**src/rtl/gpio_bank_if.sv**
```systemverilog
// Peripheral bus bundle for gpio_bank: one-hot port selects, strobes, offset and data.
interface gpio_bank_if #(
    parameter int unsigned NPORTS = 3
) ();
    logic [NPORTS-1:0] sel_i;
    logic              we_i;
    logic              re_i;
    logic [4:0]        addr_i;
    logic [31:0]       wdata_i;
    logic [31:0]       rdata_o;
    logic              ack_o;

    modport master (
        output sel_i,
        output we_i,
        output re_i,
        output addr_i,
        output wdata_i,
        input  rdata_o,
        input  ack_o
    );

    modport slave (
        input  sel_i,
        input  we_i,
        input  re_i,
        input  addr_i,
        input  wdata_i,
        output rdata_o,
        output ack_o
    );
endinterface

```
**src/rtl/gpio_bank.sv**
```systemverilog
// NPORTS x WIDTH GPIO bank: direction, atomic set/clear, 2-flop input sync,
// per-bit rise/fall edge interrupts with W1C status and a registered irq.
module gpio_bank #(
    parameter int unsigned NPORTS = 3,
    parameter int unsigned WIDTH  = 8
) (
    input  logic                    clk,
    input  logic                    rst_n,
    gpio_bank_if.slave              bus,
    input  logic [NPORTS*WIDTH-1:0] gpio_i,
    output logic [NPORTS*WIDTH-1:0] gpio_o,
    output logic [NPORTS*WIDTH-1:0] gpio_oe_o,
    output logic                    irq_o
);

    typedef enum logic [2:0] {
        RegOut    = 3'd0,
        RegDir    = 3'd1,
        RegIn     = 3'd2,
        RegRiseEn = 3'd3,
        RegFallEn = 3'd4,
        RegStatus = 3'd5,
        RegSet    = 3'd6,
        RegClr    = 3'd7
    } reg_e;

    // Packed so that port p lands on bits [p*WIDTH +: WIDTH] when flattened.
    typedef logic [NPORTS-1:0][WIDTH-1:0] bank_t;

    bank_t r_out, r_dir, r_rise_en, r_fall_en, r_status;
    bank_t r_sync1, r_sync2, r_prev;
    bank_t w_out_nxt, w_dir_nxt, w_rise_en_nxt, w_fall_en_nxt, w_status_nxt;
    bank_t w_w1c, w_hw_set;

    logic [NPORTS-1:0] w_sel_lo;
    logic              w_any_sel;
    logic              w_wr;
    logic              w_rd;
    reg_e              w_reg;
    logic [WIDTH-1:0]  w_wdata;
    logic [WIDTH-1:0]  w_rd_val;
    logic [31:0]       r_rdata;
    logic              r_ack;
    logic              r_irq;
    logic              w_unused;

    // Illegal multi-select collapses to the lowest-index selected port.
    assign w_sel_lo  = bus.sel_i & (~bus.sel_i + NPORTS'(1));
    assign w_any_sel = |bus.sel_i;
    assign w_wr      = w_any_sel & bus.we_i;
    assign w_rd      = w_any_sel & bus.re_i;
    assign w_reg     = reg_e'(bus.addr_i[4:2]);
    assign w_wdata   = bus.wdata_i[WIDTH-1:0];
    assign w_unused  = ^{bus.addr_i[1:0], bus.wdata_i};

    assign w_hw_set = (r_sync2 & ~r_prev & r_rise_en) | (~r_sync2 & r_prev & r_fall_en);

    always_comb begin
        w_out_nxt     = r_out;
        w_dir_nxt     = r_dir;
        w_rise_en_nxt = r_rise_en;
        w_fall_en_nxt = r_fall_en;
        w_w1c         = '0;
        for (int p = 0; p < NPORTS; p++) begin
            if (w_wr && w_sel_lo[p]) begin
                case (w_reg)
                    RegOut:    w_out_nxt[p]     = w_wdata;
                    RegDir:    w_dir_nxt[p]     = w_wdata;
                    RegRiseEn: w_rise_en_nxt[p] = w_wdata;
                    RegFallEn: w_fall_en_nxt[p] = w_wdata;
                    RegStatus: w_w1c[p]         = w_wdata;
                    RegSet:    w_out_nxt[p]     = r_out[p] | w_wdata;
                    RegClr:    w_out_nxt[p]     = r_out[p] & ~w_wdata;
                    default:   ;
                endcase
            end
        end
        // Hardware set is OR-ed in last so it wins over a simultaneous W1C.
        w_status_nxt = (r_status & ~w_w1c) | w_hw_set;
    end

    // Read mux sees pre-write register values.
    always_comb begin
        w_rd_val = '0;
        for (int p = 0; p < NPORTS; p++) begin
            if (w_sel_lo[p]) begin
                case (w_reg)
                    RegOut:    w_rd_val = r_out[p];
                    RegDir:    w_rd_val = r_dir[p];
                    RegIn:     w_rd_val = r_sync2[p];
                    RegRiseEn: w_rd_val = r_rise_en[p];
                    RegFallEn: w_rd_val = r_fall_en[p];
                    RegStatus: w_rd_val = r_status[p];
                    default:   w_rd_val = '0;
                endcase
            end
        end
    end

    always_ff @(posedge clk or negedge rst_n) begin
        if (!rst_n) begin
            r_out     <= '0;
            r_dir     <= '0;
            r_rise_en <= '0;
            r_fall_en <= '0;
            r_status  <= '0;
            r_sync1   <= '0;
            r_sync2   <= '0;
            r_prev    <= '0;
            r_rdata   <= '0;
            r_ack     <= 1'b0;
            r_irq     <= 1'b0;
        end else begin
            r_sync1   <= gpio_i;
            r_sync2   <= r_sync1;
            r_prev    <= r_sync2;
            r_out     <= w_out_nxt;
            r_dir     <= w_dir_nxt;
            r_rise_en <= w_rise_en_nxt;
            r_fall_en <= w_fall_en_nxt;
            r_status  <= w_status_nxt;
            r_ack     <= w_any_sel & (bus.we_i | bus.re_i);
            r_rdata   <= w_rd ? 32'(w_rd_val) : '0;
            // Registered from next-state so irq tracks STATUS edge-for-edge.
            r_irq     <= |w_status_nxt;
        end
    end

    assign gpio_o      = r_out;
    assign gpio_oe_o   = r_dir;
    assign irq_o       = r_irq;
    assign bus.rdata_o = r_rdata;
    assign bus.ack_o   = r_ack;

endmodule

```
**src/flat_wrapper.sv**
```systemverilog
// flat-port wrapper written by rule: the top's interface ports become plain ports
module gpio_bank_flat 
#(
    parameter int unsigned NPORTS = 3,
    parameter int unsigned WIDTH  = 8
)
  (clk, rst_n, gpio_i, gpio_o, gpio_oe_o, irq_o, bus_sel_i, bus_we_i, bus_re_i, bus_addr_i, bus_wdata_i, bus_rdata_o, bus_ack_o);
  gpio_bank_if #(.NPORTS(NPORTS)) bus_i ();
  input  logic clk;
  input  logic rst_n;
  input  logic [NPORTS*WIDTH-1:0] gpio_i;
  output logic [NPORTS*WIDTH-1:0] gpio_o;
  output logic [NPORTS*WIDTH-1:0] gpio_oe_o;
  output logic irq_o;
  input wire logic [$bits(bus_i.sel_i)-1:0] bus_sel_i;
  input wire logic [$bits(bus_i.we_i)-1:0] bus_we_i;
  input wire logic [$bits(bus_i.re_i)-1:0] bus_re_i;
  input wire logic [$bits(bus_i.addr_i)-1:0] bus_addr_i;
  input wire logic [$bits(bus_i.wdata_i)-1:0] bus_wdata_i;
  output wire logic [$bits(bus_i.rdata_o)-1:0] bus_rdata_o;
  output wire logic [$bits(bus_i.ack_o)-1:0] bus_ack_o;
  assign bus_i.sel_i = bus_sel_i;
  assign bus_i.we_i = bus_we_i;
  assign bus_i.re_i = bus_re_i;
  assign bus_i.addr_i = bus_addr_i;
  assign bus_i.wdata_i = bus_wdata_i;
  assign bus_rdata_o = bus_i.rdata_o;
  assign bus_ack_o = bus_i.ack_o;
  gpio_bank #(.NPORTS(NPORTS), .WIDTH(WIDTH)) u_core (.clk(clk), .rst_n(rst_n), .bus(bus_i), .gpio_i(gpio_i), .gpio_o(gpio_o), .gpio_oe_o(gpio_oe_o), .irq_o(irq_o));
endmodule
```
**config.mk**
```make
export PLATFORM = sky130hd
export DESIGN_NAME = gpio_bank_flat
export DESIGN_NICKNAME = d
export VERILOG_FILES = /design/src/rtl/gpio_bank_if.sv /design/src/rtl/gpio_bank.sv /design/src/flat_wrapper.sv
export SDC_FILE = /design/constraint.sdc
export NUM_CORES = 1
export LEC_CHECK = 0
export CAP_MARGIN = 10
export CORE_AREA = 2 2 151 153
export CTS_CLUSTER_SIZE = 30
export DETAILED_ROUTE_END_ITERATION = 10
export DIE_AREA = 0 0 153 155
export HOLD_SLACK_MARGIN = 0.06
export SLEW_MARGIN = 20
export SYNTH_ARGS = -nofsm -noshare
export SYNTH_HDL_FRONTEND = slang
export SYNTH_SLANG_ARGS = --single-unit
```
**constraint.sdc**
```tcl
create_clock -name clk -period 5.4 [get_ports clk]
set_input_delay 1.62 -clock clk [delete_from_list [all_inputs] [get_ports clk]]
set_output_delay 1.62 -clock clk [all_outputs]
set_load 0.02 [all_outputs]
```
## Yosys cells after proc, flatten, opt, wreduce, memory -nomap -nowiden

Index checks and enable logic that the tools add are counted.

- Bits in registers: 226
- Output and inout bits: 82
- Word-level logic and storage cells: 91

- $add $sub $neg: 1
- Equality and inequality tests: 7
- Multiplexer cells: 14
- Bitwise operators: 23
- Reduce and logical (&&, ||, !) cells: 19

Operator list:

| operator | number |
|---|---|
| $pmux W8 S6 | 3 |
| $and A24 B24 Y24 | 5 |
| $not A24 Y24 | 3 |
| $pmux W8 S3 | 3 |
| $mux W8 | 8 |
| $or A24 B24 Y24 | 2 |
| $and A8 B8 Y8 | 3 |
| $or A8 B8 Y8 | 3 |
| $reduce_and A2 Y1 | 12 |
| $reduce_or A24 Y1 | 1 |
| $eq A3 B3 Y1 const B | 4 |
| $not A8 Y8 | 1 |
| $eq A3 B2 Y1 const B | 2 |
| $add A3 B1 Y3 const B | 1 |
| $and A1 B1 Y1 | 3 |
| $and A3 B3 Y3 | 1 |
| $eq A3 B1 Y1 const B | 1 |
| $logic_and A1 B1 Y1 | 3 |
| $logic_not A3 Y1 | 1 |
| $not A3 Y3 | 1 |
| $reduce_bool A3 Y1 | 1 |
| $reduce_or A3 Y1 | 1 |
| $or A1 B1 Y1 | 1 |

## Logic depth before layout (Yosys ltp)

- Depth after elaboration: 9
- Depth in mapped cells: 8
- Depth with buffers taken out: 6

## Worst setup path after synthesis

OpenSTA, ideal clock, no wires.

- Kind: input port to flip-flop
- Start point: in bus_sel_i[0]
- End point: reg u_core.r_irq, in the netlist u_core.irq_o
- Arrival time: 3.625 ns
- Required time: 5.262 ns
- Slack: 1.637 ns
- Stages on the path: 7
- Cells stage by stage: buf_6 > and3b_2 > nand3_2 > a221o_1 > or3_1 > or4_1 > or4_1

RTL lines:

| what | RTL line | RTL |
|---|---|---|
| start: declaration | flat_wrapper.sv:15 | `input wire logic [$bits(bus_i.sel_i)-1:0] bus_sel_i;` |
| end signal: assignment | gpio_bank.sv:125 | `r_irq <= \|w_status_nxt;` |
| end: declaration | gpio_bank.sv:44 | `logic r_irq;` |

==> impl_metrics.csv <==
group,metric,value,unit
cts,holdBufCountCts,0,
final_layout,final_nets,933,
final_layout,fin_util,0.487,
global_routing,grt_start_max_net_pins,117,
global_routing,grt_pass1_vias,6574,
drt,via_per_inst,5.59,
synthesis,ys_types,49,
power_and_ir_drop,p_seq_frac,0.452,
synthesis,ys_ff_latch,202,
sta,fin_setup_tns,0,ns
global_routing,grt_pass1_wl,39800,µm
power_and_ir_drop,ir_drop,0.000203,V
sta,max_freq,241,MHz
drt,drt_wl_total,25700,µm
worst_setup_path,crit_type,"in2reg",
synthesis,synthAdderAreaFrac,0,
die,dieArea,23700,µm²
cts,cts-resized-gates,0,
drt,drtAntennaViolNets,0,
sta,fin_crit_sh,0.769,
worst_setup_path,crit_family,"simple AND/OR/NAND/NOR gates",
cts,numCtsBuffers,23,
cts,clkSinkCount,202,
power_and_ir_drop,netSwitchingPower,1.14,mW
die,coreArea,22200,µm²
synthesis,yosys.area_share.simple,0.0969,
die,start_util,0.393,
drt,drtIter0Drc,544,
sta,setup-violations-final,0,
worst_setup_path,rr_endpoint,"u_core.irq_o$_DFF_PN0_",
cts,cts_setup_buffers,0,
drt,dr_total_vias,6509,
synthesis,synthMuxAreaShare,0.133,
die,pin_count,150,
synthesis,synth_compound_area_frac,0.147,
final_layout,area_growth,24.1,%
worst_setup_path,rrSetupSlack,3.09,ns
cts,root_buffer,"clkbuf_16",
worst_setup_path,critPathMaxStageDelay,0.75,ns
synthesis,synth_edf_count,0,
synthesis,synthXorXnorAreaFrac,0,
sta,relSlewSlack,0.351,
global_routing,grt_overflow,0,
worst_setup_path,worstSetupEndpointType,"flop",
drt,firstDrtPassIters,7,
worst_setup_path,cp_cell_sequence,"clkdlybuf4s50_1 > nand2b_1 > buf_4 > o31ai_1 > o211ai_1 > or4_1 > or4_1",
sta,maxSlewViolCount,0,
synthesis,syn_area_per_cell,11.7,µm²
synthesis,netlist_instances,746,
worst_setup_path,cp.required,5.77,ns
final_layout,fill_cells,1971,
worst_setup_path,startpoint_type,"input pin",
power_and_ir_drop,power_density,377,nW/µm²
synthesis,seq_area_frac_synth,0.579,
die,rows,55,
sta,skew,0.0102,ns
synthesis,synth_area,8730,µm²
global_routing,antenna_found_initial,0,
worst_setup_path,cp_common_cell,"or4_1",
die,die_y,155,µm
synthesis,synth_top_family_by_area,"compound AO/OA/AOI/OAI gates",
drt,wl_per_cell,22.1,µm
drt,drc,0,
cts,clockBufferDepth,3,
sta,finalHoldViolCount,0,
sta,fin_crit,4.15,ns
min_path,hp-start,"u_core.r_sync1[4]$_DFF_PN0_",
cts,clk_pin_slew,0.06,ns
power_and_ir_drop,total_power,4.08,mW
power_and_ir_drop,pwr-share-comb,0.182,
final_layout,drive_gt1_frac,0.180,
cts,cts_tree,"yes",
worst_setup_path,path_max_fanout,9,
worst_setup_path,worstPathBufferInverterCount,2,
global_routing,grtUsageTotal,0.218,
power_and_ir_drop,swShare,0.279,
cts,htreeDepth,1,
worst_setup_path,slowest_stage,"clkdlybuf4s50_1",
synthesis,async_reset_ff_frac,1.00,
worst_setup_path,rr_startpoint,"u_core.r_sync2[12]$_DFF_PN0_",
placement,io_buffer_count,99,
cts,clk_latency,0.50,ns
placement,globalplace.congestion,0.861,
synthesis,synth-main-ff-cell,"dfrtp_1",
run_status,status,"finished, final reports clean",
job,drv_cap,0,
power_and_ir_drop,clockPowerShare,0.366,
synthesis,yosysWarningCount,0,
min_path,whs_path_depth,0,
min_path,holdPathEnd,"u_core.r_sync2[4]$_DFF_PN0_",
worst_setup_path,cp.arrival,4.52,ns
min_path,hp-class,"reg2reg",
worst_setup_path,reg2regPathDepth,6,
power_and_ir_drop,p_leak,4.59,nW
sta,rsz0062_at_grt,"no",
die,fp.dieW,153,µm
placement,dp_hpwl,17500,µm
final_layout,diodes,0,
sta,worst_pin_slew,0.974,ns
power_and_ir_drop,p_int,2.94,mW
placed cells by master, fill, tap and decap left out, types with 5 or more instances in the layout:
| master | synthesis | final |
|---|---|---|
| dfrtp_1 | 202 | 202 |
| clkdlybuf4s50_1 | 0 | 96 |
| mux2_2 | 69 | 69 |
| nand2_1 | 67 | 67 |
| o21ai_0 | 64 | 64 |
| nor2_1 | 36 | 36 |
| buf_4 | 24 | 36 |
| a21oi_1 | 27 | 27 |
| mux2i_1 | 25 | 25 |
| a22o_1 | 24 | 24 |
| conb_1 | 1 | 24 |
| nand3b_1 | 23 | 23 |
| clkbuf_16 | 0 | 23 |
| o211ai_1 | 18 | 18 |
| o22ai_1 | 14 | 14 |
| a21o_1 | 11 | 11 |
| a22oi_1 | 11 | 11 |
| nand2b_1 | 10 | 10 |
| clkbuf_8 | 0 | 9 |
| a31oi_1 | 8 | 8 |
| inv_1 | 7 | 7 |
| nor3_1 | 8 | 7 |
| nand3_1 | 6 | 6 |
| mux4_2 | 6 | 6 |
| a221oi_1 | 6 | 6 |
| o31ai_1 | 5 | 5 |
| nor4_1 | 5 | 5 |
| clkinv_2 | 0 | 5 |
final cells by class:
class                   instances  area, µm²  share of cell area
inverters                       8       30.0             0.00277
clock inverters                 6       32.5             0.00300
repair buffers                136       1270               0.118
flip-flops and latches        202       5050               0.467
clock buffers                  33        693              0.0640
well taps                     285        357              0.0329
multi-input cells             494       3390               0.313
cells in the mapped netlist, drive strengths merged, types with 10 or more instances:
master	number	area, µm²
clkbuf	34	129
nand2	67	251
nand3b	23	173
nor2	36	135
a21oi	27	135
a22oi	11	82.6
o211ai	18	135
nand2b	10	62.6
mux2	69	777
dfrtp	202	5050
buf	31	216
o21ai	64	320
a21o	11	82.6
mux2i	25	250
o22ai	14	87.6
a22o	24	210
cell families after synthesis:
kind of cell	Yosys count
flops	202
compound gates	199
simple gates	171
mux	100
buf+inv	73
other cells	1
metrics by stage:
step,std cells,setup WS (ns),hold WS (ns),instance area [µm²]
floorplan,769,1.64,0.331,8810
global placement,1125,0.833,0.332,10100
detailed placement,1125,0.793,0.335,10100
CTS,1164,1.28,0.347,10800
global route,1164,1.15,0.351,10800
finish,1164,1.25,0.345,10800
power groups by stage:
| stage | sequential [mW] | clock, mW | combinational (mW) |
|---|---|---|---|
| 2_1_floorplan | 1.92 | 0 | 0.337 |
| 3_3_place_gp | 1.87 | 0 | 0.735 |
| 3_5_place_dp | 1.87 | 0 | 0.745 |
| 4_1_cts | 1.85 | 1.52 | 0.748 |
| 5_1_grt | 1.87 | 1.59 | 0.799 |
| 6_report | 1.85 | 1.49 | 0.743 |
sequential cells by signal, summed over array words and instances, names as in the netlist, 8 cells and up:
signal and flops:
u_core.r_prev 24, u_core.r_rise_en 24, u_core.r_status 24, u_core.r_sync1 24
u_core.r_sync2 24, u_core.bus.rdata_o 8, u_core.gpio_oe_o 24, u_core.r_fall_en 24
u_core.gpio_o 24
per-layer routing:
| metal | vias to the layer above | wire [µm] | track usage |
|---|---|---|---|
| li1 | 2919 | - | - |
| met1 | 3268 | 11600 | 0.318 |
| met2 | 263 | 11500 | 0.328 |
| met3 | 59 | 1730 | 0.0343 |
| met4 | 0 | 878 | 0.0860 |
| met5 | - | 0 | 0 |
worst max-delay path by stage:
stage / depth (start not counted) / endpoint / slack, ns / start
3_5_place_dp: 7 / u_core.irq_o$_DFF_PN0_ / 0.79 / bus_addr_i[4]
2_1_floorplan: 7 / u_core.irq_o$_DFF_PN0_ / 1.64 / bus_sel_i[0]
4_1_cts: 7 / u_core.irq_o$_DFF_PN0_ / 1.28 / bus_addr_i[4]
6_report: 7 / u_core.irq_o$_DFF_PN0_ / 1.25 / bus_addr_i[4]
5_1_grt: 8 / u_core.irq_o$_DFF_PN0_ / 1.15 / bus_addr_i[4]
3_3_place_gp: 7 / u_core.irq_o$_DFF_PN0_ / 0.83 / bus_addr_i[4]
No activity file was read; power rests on OpenSTA's default activity.
